<file path="config.mk">
export PLATFORM = sky130hd
export DESIGN_NAME = wb_stage_flat
export DESIGN_NICKNAME = d
export VERILOG_FILES = /design/src/rtl/wb_stage_if.sv /design/src/rtl/wb_stage.sv /design/src/flat_wrapper.sv
export SDC_FILE = /design/constraint.sdc
export NUM_CORES = 1
export LEC_CHECK = 0
export CAP_MARGIN = 40
export CORE_ASPECT_RATIO = 1.2
export CORE_UTILIZATION = 35
export DETAILED_ROUTE_END_ITERATION = 12
export DONT_BUFFER_PORTS = 1
export GPL_TIMING_DRIVEN = 0
export PLACE_DENSITY = 0.55
export SYNTH_ARGS = -nofsm -noshare
export SYNTH_HDL_FRONTEND = slang
export SYNTH_SLANG_ARGS = --single-unit
</file>
<file path="constraint.sdc">
create_clock -name clk -period 1.9 [get_ports clk]
set_input_delay 0.285 -clock clk [delete_from_list [all_inputs] [get_ports clk]]
set_output_delay 0.285 -clock clk [all_outputs]
set_load 0.1 [all_outputs]
</file>
<file path="src/rtl/wb_stage_if.sv">
// MEM -> WB handoff bundle for the write-back stage.
// The MEM stage (master) presents one instruction plus its datapath fields.
// The WB stage (slave) returns wb_allowin.
//   mem_valid          MEM presents an instruction this cycle
//   wb_allowin         WB can take it this cycle
//   instruction, pc    instruction word and its PC
//   alu_result         ALU result; the low 2 bits are the load byte offset
//   data_sram_rdata    word read from the data SRAM
//   control_reg_waddr  00 rd, 01 rt, 10 link register, 11 no write
//   control_reg_wdata  00 alu, 01 dmem, 10 lui imm, 11 pc+8
//   load_type          000 lw, 001 lb, 010 lbu, 011 lh, 100 lhu
interface wb_stage_if #(
   parameter int DATA_W = 32
);
   logic              mem_valid;
   logic              wb_allowin;
   logic [31:0]       instruction;
   logic [31:0]       pc;
   logic [DATA_W-1:0] alu_result;
   logic [DATA_W-1:0] data_sram_rdata;
   logic [1:0]        control_reg_waddr;
   logic [1:0]        control_reg_wdata;
   logic [2:0]        load_type;

   modport master (
      output mem_valid, instruction, pc, alu_result, data_sram_rdata,
             control_reg_waddr, control_reg_wdata, load_type,
      input  wb_allowin
   );

   modport slave (
      input  mem_valid, instruction, pc, alu_result, data_sram_rdata,
             control_reg_waddr, control_reg_wdata, load_type,
      output wb_allowin
   );
endinterface

</file>
<file path="src/rtl/wb_stage.sv">
// Registered write-back stage of the 5-stage MIPS pipeline.
// Holds one instruction in a valid/allowin stage register, builds the
// register-file write (address, data, enable), exports a bypass value for
// ID-stage forwarding and counts retired instructions.
// Ports:
//   clk, reset     clock and synchronous active-high reset
//   mem            MEM -> WB handoff bundle (slave side)
//   wb_stall       hold the instruction in WB this cycle
//   wb_valid       stage register holds a valid instruction
//   reg_we/waddr/wdata  register-file write port
//   reg_raddr1/2   rs / rt fields of the latched instruction
//   fwd_valid/waddr/wdata  bypass value for the ID stage
//   inst_retired   retired-instruction counter (wraps)
module wb_stage #(
   parameter int DATA_W   = 32,
   parameter int RADDR_W  = 5,
   parameter int LINK_REG = 31,
   parameter int CNT_W    = 32
) (
   input  logic               clk,
   input  logic               reset,
   wb_stage_if.slave          mem,
   input  logic               wb_stall,
   output logic               wb_valid,
   output logic               reg_we,
   output logic [RADDR_W-1:0] reg_waddr,
   output logic [DATA_W-1:0]  reg_wdata,
   output logic [RADDR_W-1:0] reg_raddr1,
   output logic [RADDR_W-1:0] reg_raddr2,
   output logic               fwd_valid,
   output logic [RADDR_W-1:0] fwd_waddr,
   output logic [DATA_W-1:0]  fwd_wdata,
   output logic [CNT_W-1:0]   inst_retired
);

   localparam logic [RADDR_W-1:0] LINK_ADDR = RADDR_W'(LINK_REG);

   localparam logic [1:0] WA_RD   = 2'b00;
   localparam logic [1:0] WA_RT   = 2'b01;
   localparam logic [1:0] WA_LINK = 2'b10;

   localparam logic [1:0] WD_ALU  = 2'b00;
   localparam logic [1:0] WD_DMEM = 2'b01;
   localparam logic [1:0] WD_LUI  = 2'b10;

   localparam logic [2:0] LT_LB  = 3'b001;
   localparam logic [2:0] LT_LBU = 3'b010;
   localparam logic [2:0] LT_LH  = 3'b011;
   localparam logic [2:0] LT_LHU = 3'b100;

   // Stage register. Opcode bits [31:26] are never consumed downstream,
   // so only [25:0] of the instruction word is kept.
   logic               valid_reg;
   logic [25:0]        inst_reg;
   logic [31:0]        pc_reg;
   logic [DATA_W-1:0]  alu_reg;
   logic [DATA_W-1:0]  rdata_reg;
   logic [1:0]         wa_code_reg;
   logic [1:0]         wd_code_reg;
   logic [2:0]         load_type_reg;
   logic [CNT_W-1:0]   cnt_reg;

   logic ready_go;
   logic allowin;
   logic accept;
   logic leave;
   logic has_dest;

   assign ready_go = !wb_stall;
   assign allowin  = !valid_reg || ready_go;
   assign accept   = mem.mem_valid && allowin;
   assign leave    = valid_reg && ready_go;

   always_ff @(posedge clk) begin
      if (reset) begin
         valid_reg     <= 1'b0;
         inst_reg      <= '0;
         pc_reg        <= '0;
         alu_reg       <= '0;
         rdata_reg     <= '0;
         wa_code_reg   <= '0;
         wd_code_reg   <= '0;
         load_type_reg <= '0;
         cnt_reg       <= '0;
      end else begin
         if (accept) begin
            valid_reg     <= 1'b1;
            inst_reg      <= mem.instruction[25:0];
            pc_reg        <= mem.pc;
            alu_reg       <= mem.alu_result;
            rdata_reg     <= mem.data_sram_rdata;
            wa_code_reg   <= mem.control_reg_waddr;
            wd_code_reg   <= mem.control_reg_wdata;
            load_type_reg <= mem.load_type;
         end else if (ready_go) begin
            // Either the instruction leaves with nothing behind it, or the
            // stage was already empty; both end with an empty stage.
            valid_reg <= 1'b0;
         end
         if (leave) begin
            cnt_reg <= cnt_reg + CNT_W'(1);
         end
      end
   end

   // Load extension: split the read word into byte and half lanes, then
   // pick the lane addressed by the low bits of the effective address.
   logic [7:0]  byte_lane [4];
   logic [15:0] half_lane [2];

   genvar gi;
   generate
      for (gi = 0; gi < 4; gi++) begin : g_byte
         assign byte_lane[gi] = rdata_reg[8*gi +: 8];
      end
      for (gi = 0; gi < 2; gi++) begin : g_half
         assign half_lane[gi] = rdata_reg[16*gi +: 16];
      end
   endgenerate

   logic [1:0]        off;
   logic [7:0]        sel_byte;
   logic [15:0]       sel_half;
   logic [DATA_W-1:0] load_val;

   assign off      = alu_reg[1:0];
   assign sel_byte = byte_lane[off];
   assign sel_half = half_lane[off[1]];

   always_comb begin
      load_val = rdata_reg;
      case (load_type_reg)
         LT_LB:   load_val = {{24{sel_byte[7]}}, sel_byte};
         LT_LBU:  load_val = {24'h0, sel_byte};
         LT_LH:   load_val = {{16{sel_half[15]}}, sel_half};
         LT_LHU:  load_val = {16'h0, sel_half};
         default: load_val = rdata_reg;
      endcase
   end

   logic [RADDR_W-1:0] waddr;
   logic [DATA_W-1:0]  wdata;

   always_comb begin
      waddr = '0;
      case (wa_code_reg)
         WA_RD:   waddr = inst_reg[15:11];
         WA_RT:   waddr = inst_reg[20:16];
         WA_LINK: waddr = LINK_ADDR;
         default: waddr = '0;
      endcase
   end

   always_comb begin
      wdata = alu_reg;
      case (wd_code_reg)
         WD_ALU:  wdata = alu_reg;
         WD_DMEM: wdata = load_val;
         WD_LUI:  wdata = {inst_reg[15:0], 16'h0000};
         default: wdata = pc_reg + 32'd8;
      endcase
   end

   // Code 11 drives address 0, so the r0 test alone also covers "no write".
   assign has_dest = valid_reg && (wa_code_reg != 2'b11) && (waddr != '0);

   assign mem.wb_allowin = allowin;
   assign wb_valid       = valid_reg;
   assign reg_we         = has_dest && ready_go;
   assign reg_waddr      = waddr;
   assign reg_wdata      = wdata;
   assign reg_raddr1     = inst_reg[25:21];
   assign reg_raddr2     = inst_reg[20:16];
   // Forwarding ignores the stall: a held producer still supplies its value.
   assign fwd_valid      = has_dest;
   assign fwd_waddr      = waddr;
   assign fwd_wdata      = wdata;
   assign inst_retired   = cnt_reg;

endmodule

</file>
<file path="src/flat_wrapper.sv">
// flat-port wrapper written by rule: the top's interface ports become plain ports
module wb_stage_flat 
#(
   parameter int DATA_W   = 32,
   parameter int RADDR_W  = 5,
   parameter int LINK_REG = 31,
   parameter int CNT_W    = 32
)
  (clk, reset, wb_stall, wb_valid, reg_we, reg_waddr, reg_wdata, reg_raddr1, reg_raddr2, fwd_valid, fwd_waddr, fwd_wdata, inst_retired, mem_mem_valid, mem_instruction, mem_pc, mem_alu_result, mem_data_sram_rdata, mem_control_reg_waddr, mem_control_reg_wdata, mem_load_type, mem_wb_allowin);
  wb_stage_if #(.DATA_W(DATA_W)) mem_i ();
  input  logic clk;
  input  logic reset;
  input  logic wb_stall;
  output logic wb_valid;
  output logic reg_we;
  output logic [RADDR_W-1:0] reg_waddr;
  output logic [DATA_W-1:0] reg_wdata;
  output logic [RADDR_W-1:0] reg_raddr1;
  output logic [RADDR_W-1:0] reg_raddr2;
  output logic fwd_valid;
  output logic [RADDR_W-1:0] fwd_waddr;
  output logic [DATA_W-1:0] fwd_wdata;
  output logic [CNT_W-1:0] inst_retired;
  input wire logic [$bits(mem_i.mem_valid)-1:0] mem_mem_valid;
  input wire logic [$bits(mem_i.instruction)-1:0] mem_instruction;
  input wire logic [$bits(mem_i.pc)-1:0] mem_pc;
  input wire logic [$bits(mem_i.alu_result)-1:0] mem_alu_result;
  input wire logic [$bits(mem_i.data_sram_rdata)-1:0] mem_data_sram_rdata;
  input wire logic [$bits(mem_i.control_reg_waddr)-1:0] mem_control_reg_waddr;
  input wire logic [$bits(mem_i.control_reg_wdata)-1:0] mem_control_reg_wdata;
  input wire logic [$bits(mem_i.load_type)-1:0] mem_load_type;
  output wire logic [$bits(mem_i.wb_allowin)-1:0] mem_wb_allowin;
  assign mem_i.mem_valid = mem_mem_valid;
  assign mem_i.instruction = mem_instruction;
  assign mem_i.pc = mem_pc;
  assign mem_i.alu_result = mem_alu_result;
  assign mem_i.data_sram_rdata = mem_data_sram_rdata;
  assign mem_i.control_reg_waddr = mem_control_reg_waddr;
  assign mem_i.control_reg_wdata = mem_control_reg_wdata;
  assign mem_i.load_type = mem_load_type;
  assign mem_wb_allowin = mem_i.wb_allowin;
  wb_stage #(.DATA_W(DATA_W), .RADDR_W(RADDR_W), .LINK_REG(LINK_REG), .CNT_W(CNT_W)) u_core (.clk(clk), .reset(reset), .mem(mem_i), .wb_stall(wb_stall), .wb_valid(wb_valid), .reg_we(reg_we), .reg_waddr(reg_waddr), .reg_wdata(reg_wdata), .reg_raddr1(reg_raddr1), .reg_raddr2(reg_raddr2), .fwd_valid(fwd_valid), .fwd_waddr(fwd_waddr), .fwd_wdata(fwd_wdata), .inst_retired(inst_retired));
endmodule
</file>
==> summary.md <==
| Metric | Value |
|---|---|
| Final Hold Violating Endpoints | `0` |
| Critical path origin | `u_core.pc_reg[4]` |
| Vias | `8911` |
| Status | `complete, but fails checks` |
| FF-to-FF Start | `u_core.inst_retired[1]` |
| HP Start | `mem_pc[28]` |
| Simple-gate share of the synthesized area | `26.1%` |
| Failing checks | `setup timing` |
| Initial DRT Pass Iterations | `5` |
| Num rows | `61` |
| XOR/XNOR share of the synthesized area | `5.78%` |
| Total chip power | `10.8 mW` |
| Count of input and output buffers | `0` |
| Type of the tightest min-delay check | `in2reg` |
| Area leader, netlist | `dfxtp_1` |
| Vias per cell | `5.33` |
| Worst EP arrival | `2830 ps` |
| Die area | `24400 µm²` |
| Synth warn | `0` |
| Most used cell, CP | `buf_6` |
| Area delta synth->final | `67.7%` |
| WL final | `34200 µm` |
| Root Driver | `clkbuf_16` |
| Largest net degree at the start of global routing | `17` |
| Setup WS pre-CTS | `-1160 ps` |
| Worst-path maximum fanout | `4` |
| Leading cell type in the layout, fill and taps excluded | `nand2_1` |
| Critical path type | `reg2out` |
| Pwr Density | `777 nW/µm²` |
| IO Count | `259` |
| WL/cell | `20.5 µm` |
| Final ANT Viol Nets | `0` |
| Final WS setup | `-1220 ps` |
| Max cap viols | `0` |
| Starting DRT DRC Count | `548` |
| Pleak | `5.32 nW` |
| Multi-input gate area | `5860 µm²` |
| Starting Density | `35.8%` |
| Post-synthesis instance area | `8330 µm²` |
| Fillcell total | `1982` |
| Setup total negative slack | `-64570 ps` |
| CP endpoint kind | `output pin` |
| GP Congestion | `0.897` |
| Vias in the first global route | `8718` |
| CTS sink cnt | `162` |
| Synthesized flop and latch total | `162` |
| FFs w/ async S/R, synth | `0%` |
| Compound-cell area share of the yosys netlist | `17.2%` |
| Final setup viols | `79` |
| Worst relative slew slack | `42.0%` |
| Reg area | `3420 µm²` |
| Gr ovfl total | `0` |
| Number of synthesized flops with an enable pin | `0` |
| Clock latency on the worst-skew pair | `430 ps` |
| CP max stage cell | `a32oi_4` |
| Fin. max-slew vios | `0` |
| Most frequent cells in the layout | `nand2_1 (286), a21oi_1 (137), dlygate4sd3_1 (121)` |
| Prevailing post-synth register cell | `dfxtp_1` |
| RSZ-0062 raised after global routing | `yes` |
| Post-Synth Adder-Cell Area | `0.421%` |
| Mux contribution to synthesized area | `3.13%` |
| Syn nets | `1244` |
| Clock Skews | `8.78 ps` |
| First-pass GRT wire length | `49800 µm` |
| Initial antenna violation count | `1` |
| Syn Inst Count | `1103` |
| Post-Layout Cell Count | `1672` |
| Crit-path cells | `buf_6 > nand4_1 > buf_6 > nor3_4 > nand3_1 > xor2_1 > a32oi_4 > buf_12` |
| Clock Path Buffers | `2` |
| Syn_area_per_cell | `7.55 µm²` |
| Critical Path Start Type | `flip-flop` |
| Period utilisation layout | `164%` |
| Share of layout cells above drive strength 1 | `34.8%` |
| Yosys top cell area share | `38.9%` |
| CP peak stage delay | `780 ps` |
| Distinct cell type count after synthesis | `63` |
| Tmin final | `3120 ps` |
| Worst vdd ir | `748 µV` |
| Gr usage total | `27.2%` |
| Nets@finish | `1484` |
| Post-DP HPWL | `23600 µm` |
| CTS tree | `done` |
| CTS clk-pin slew, worst paths | `70 ps` |
| Floorplan core area | `23300 µm²` |
| Drt drc | `0` |
| Main combinational cell family by area after synthesis | `simple AND/OR/NAND/NOR gates` |
| Fmax | `321 MHz` |
| DP Cell Count | `1430` |
| CP required | `1620 ps` |
| Worst hold slack | `6.09 ps` |
| Actual slew at the worst max-slew pin | `897 ps` |
| CTS buffer count | `17` |
| Die X | `143 µm` |
| H-tree depth | `4` |
| Top post-synthesis cells by area | `dfxtp_1 (39%), nand2_1 (14%), a21oi_1 (8.4%)` |
| Die Ht | `171 µm` |
| Register area share after synthesis | `38.9%` |
==> metrics by stage <==
stage                     instance area [µm²]  utilization [%]
after floorplan                          9500                -
after global placement                   9900             42.5
after detailed placement                10100             43.3
after CTS                               13200             56.6
after global routing                    14000             60.0
final                                   14000             60.0
==> logic make-up (layout without fill, tap and decap cells) <==
| group | after synthesis | after routing |
|---|---|---|
| mux | 24 | 24 |
| fa+ha+maj | 3 | 3 |
| simple gates | 480 | 482 |
| flops | 162 | 162 |
| buf+inv | 132 | 383 |
| compound gates | 247 | 247 |
| other cells | 0 | 1 |
| xor+xnor | 55 | 55 |
==> Yosys cell counts, drive strengths merged (14+ instances only) <==
| cell | number |
|---|---|
| o21ai | 41 |
| nor2 | 65 |
| nand2 | 306 |
| nand4 | 20 |
| buf | 57 |
| mux2i | 20 |
| o221ai | 15 |
| clkbuf | 63 |
| nand3 | 21 |
| a21oi | 140 |
| xnor2 | 24 |
| nor3 | 14 |
| dfxtp | 162 |
| a22oi | 16 |
| xor2 | 31 |
==> critical path: cells and delay by family, from the launching register on <==
family	cells	cell delay, ps
xor gates and xnor gates	1	210
AOI/OAI and AO/OA	1	780
and+or+nand+nor	3	530
DFF	1	370
buffers and inverters	3	510
==> where the power goes <==
group / switching (mW) / internal, mW / total, mW
clock network: 1.50 / 2.26 / 3.76
logic: 2.23 / 1.12 / 3.35
registers: 0.214 / 3.52 / 3.74
==> cell type report <==
| cell class | instances | share of cell area, % |
|---|---|---|
| Antenna cell | 1 | 0.0179 |
| Buffer | 116 | 9.48 |
| Clock buffer | 21 | 3.52 |
| Clock inverter | 11 | 1.06 |
| Inverter | 12 | 0.358 |
| Multi-Input combinational cell | 811 | 41.9 |
| Sequential cell | 162 | 24.5 |
| Tap cell | 315 | 2.82 |
| Timing Repair Buffer | 223 | 16.3 |
==> layer usage <==
metal  routed length (µm)  track usage, %
met1                13400            31.2
met2                17500            48.1
met3                 1870            5.68
met4                 1480            12.5
met5                    0               0
==> final timing paths <==
path	end	slack, ps	cells past startpoint
setup reg to reg	u_core.inst_retired[31]	-70	5
setup / recovery	reg_wdata[20]	-1220	8
hold / removal	u_core.pc_reg[28]	6	2
hold reg to reg	u_core.inst_reg[24]	450	2
==> what timing repair did <==
item / CTS / global route
resized for setup: 215 / 137
hold buffers: 121 / 0
setup buffers: 53 / 38
endpoints found under the hold margin: 120 / 0
gates cloned: 1 / 2
pin swaps: 72 / 63
endpoints found under the setup margin: 203 / 216
(Power assumes the default switching activity.)
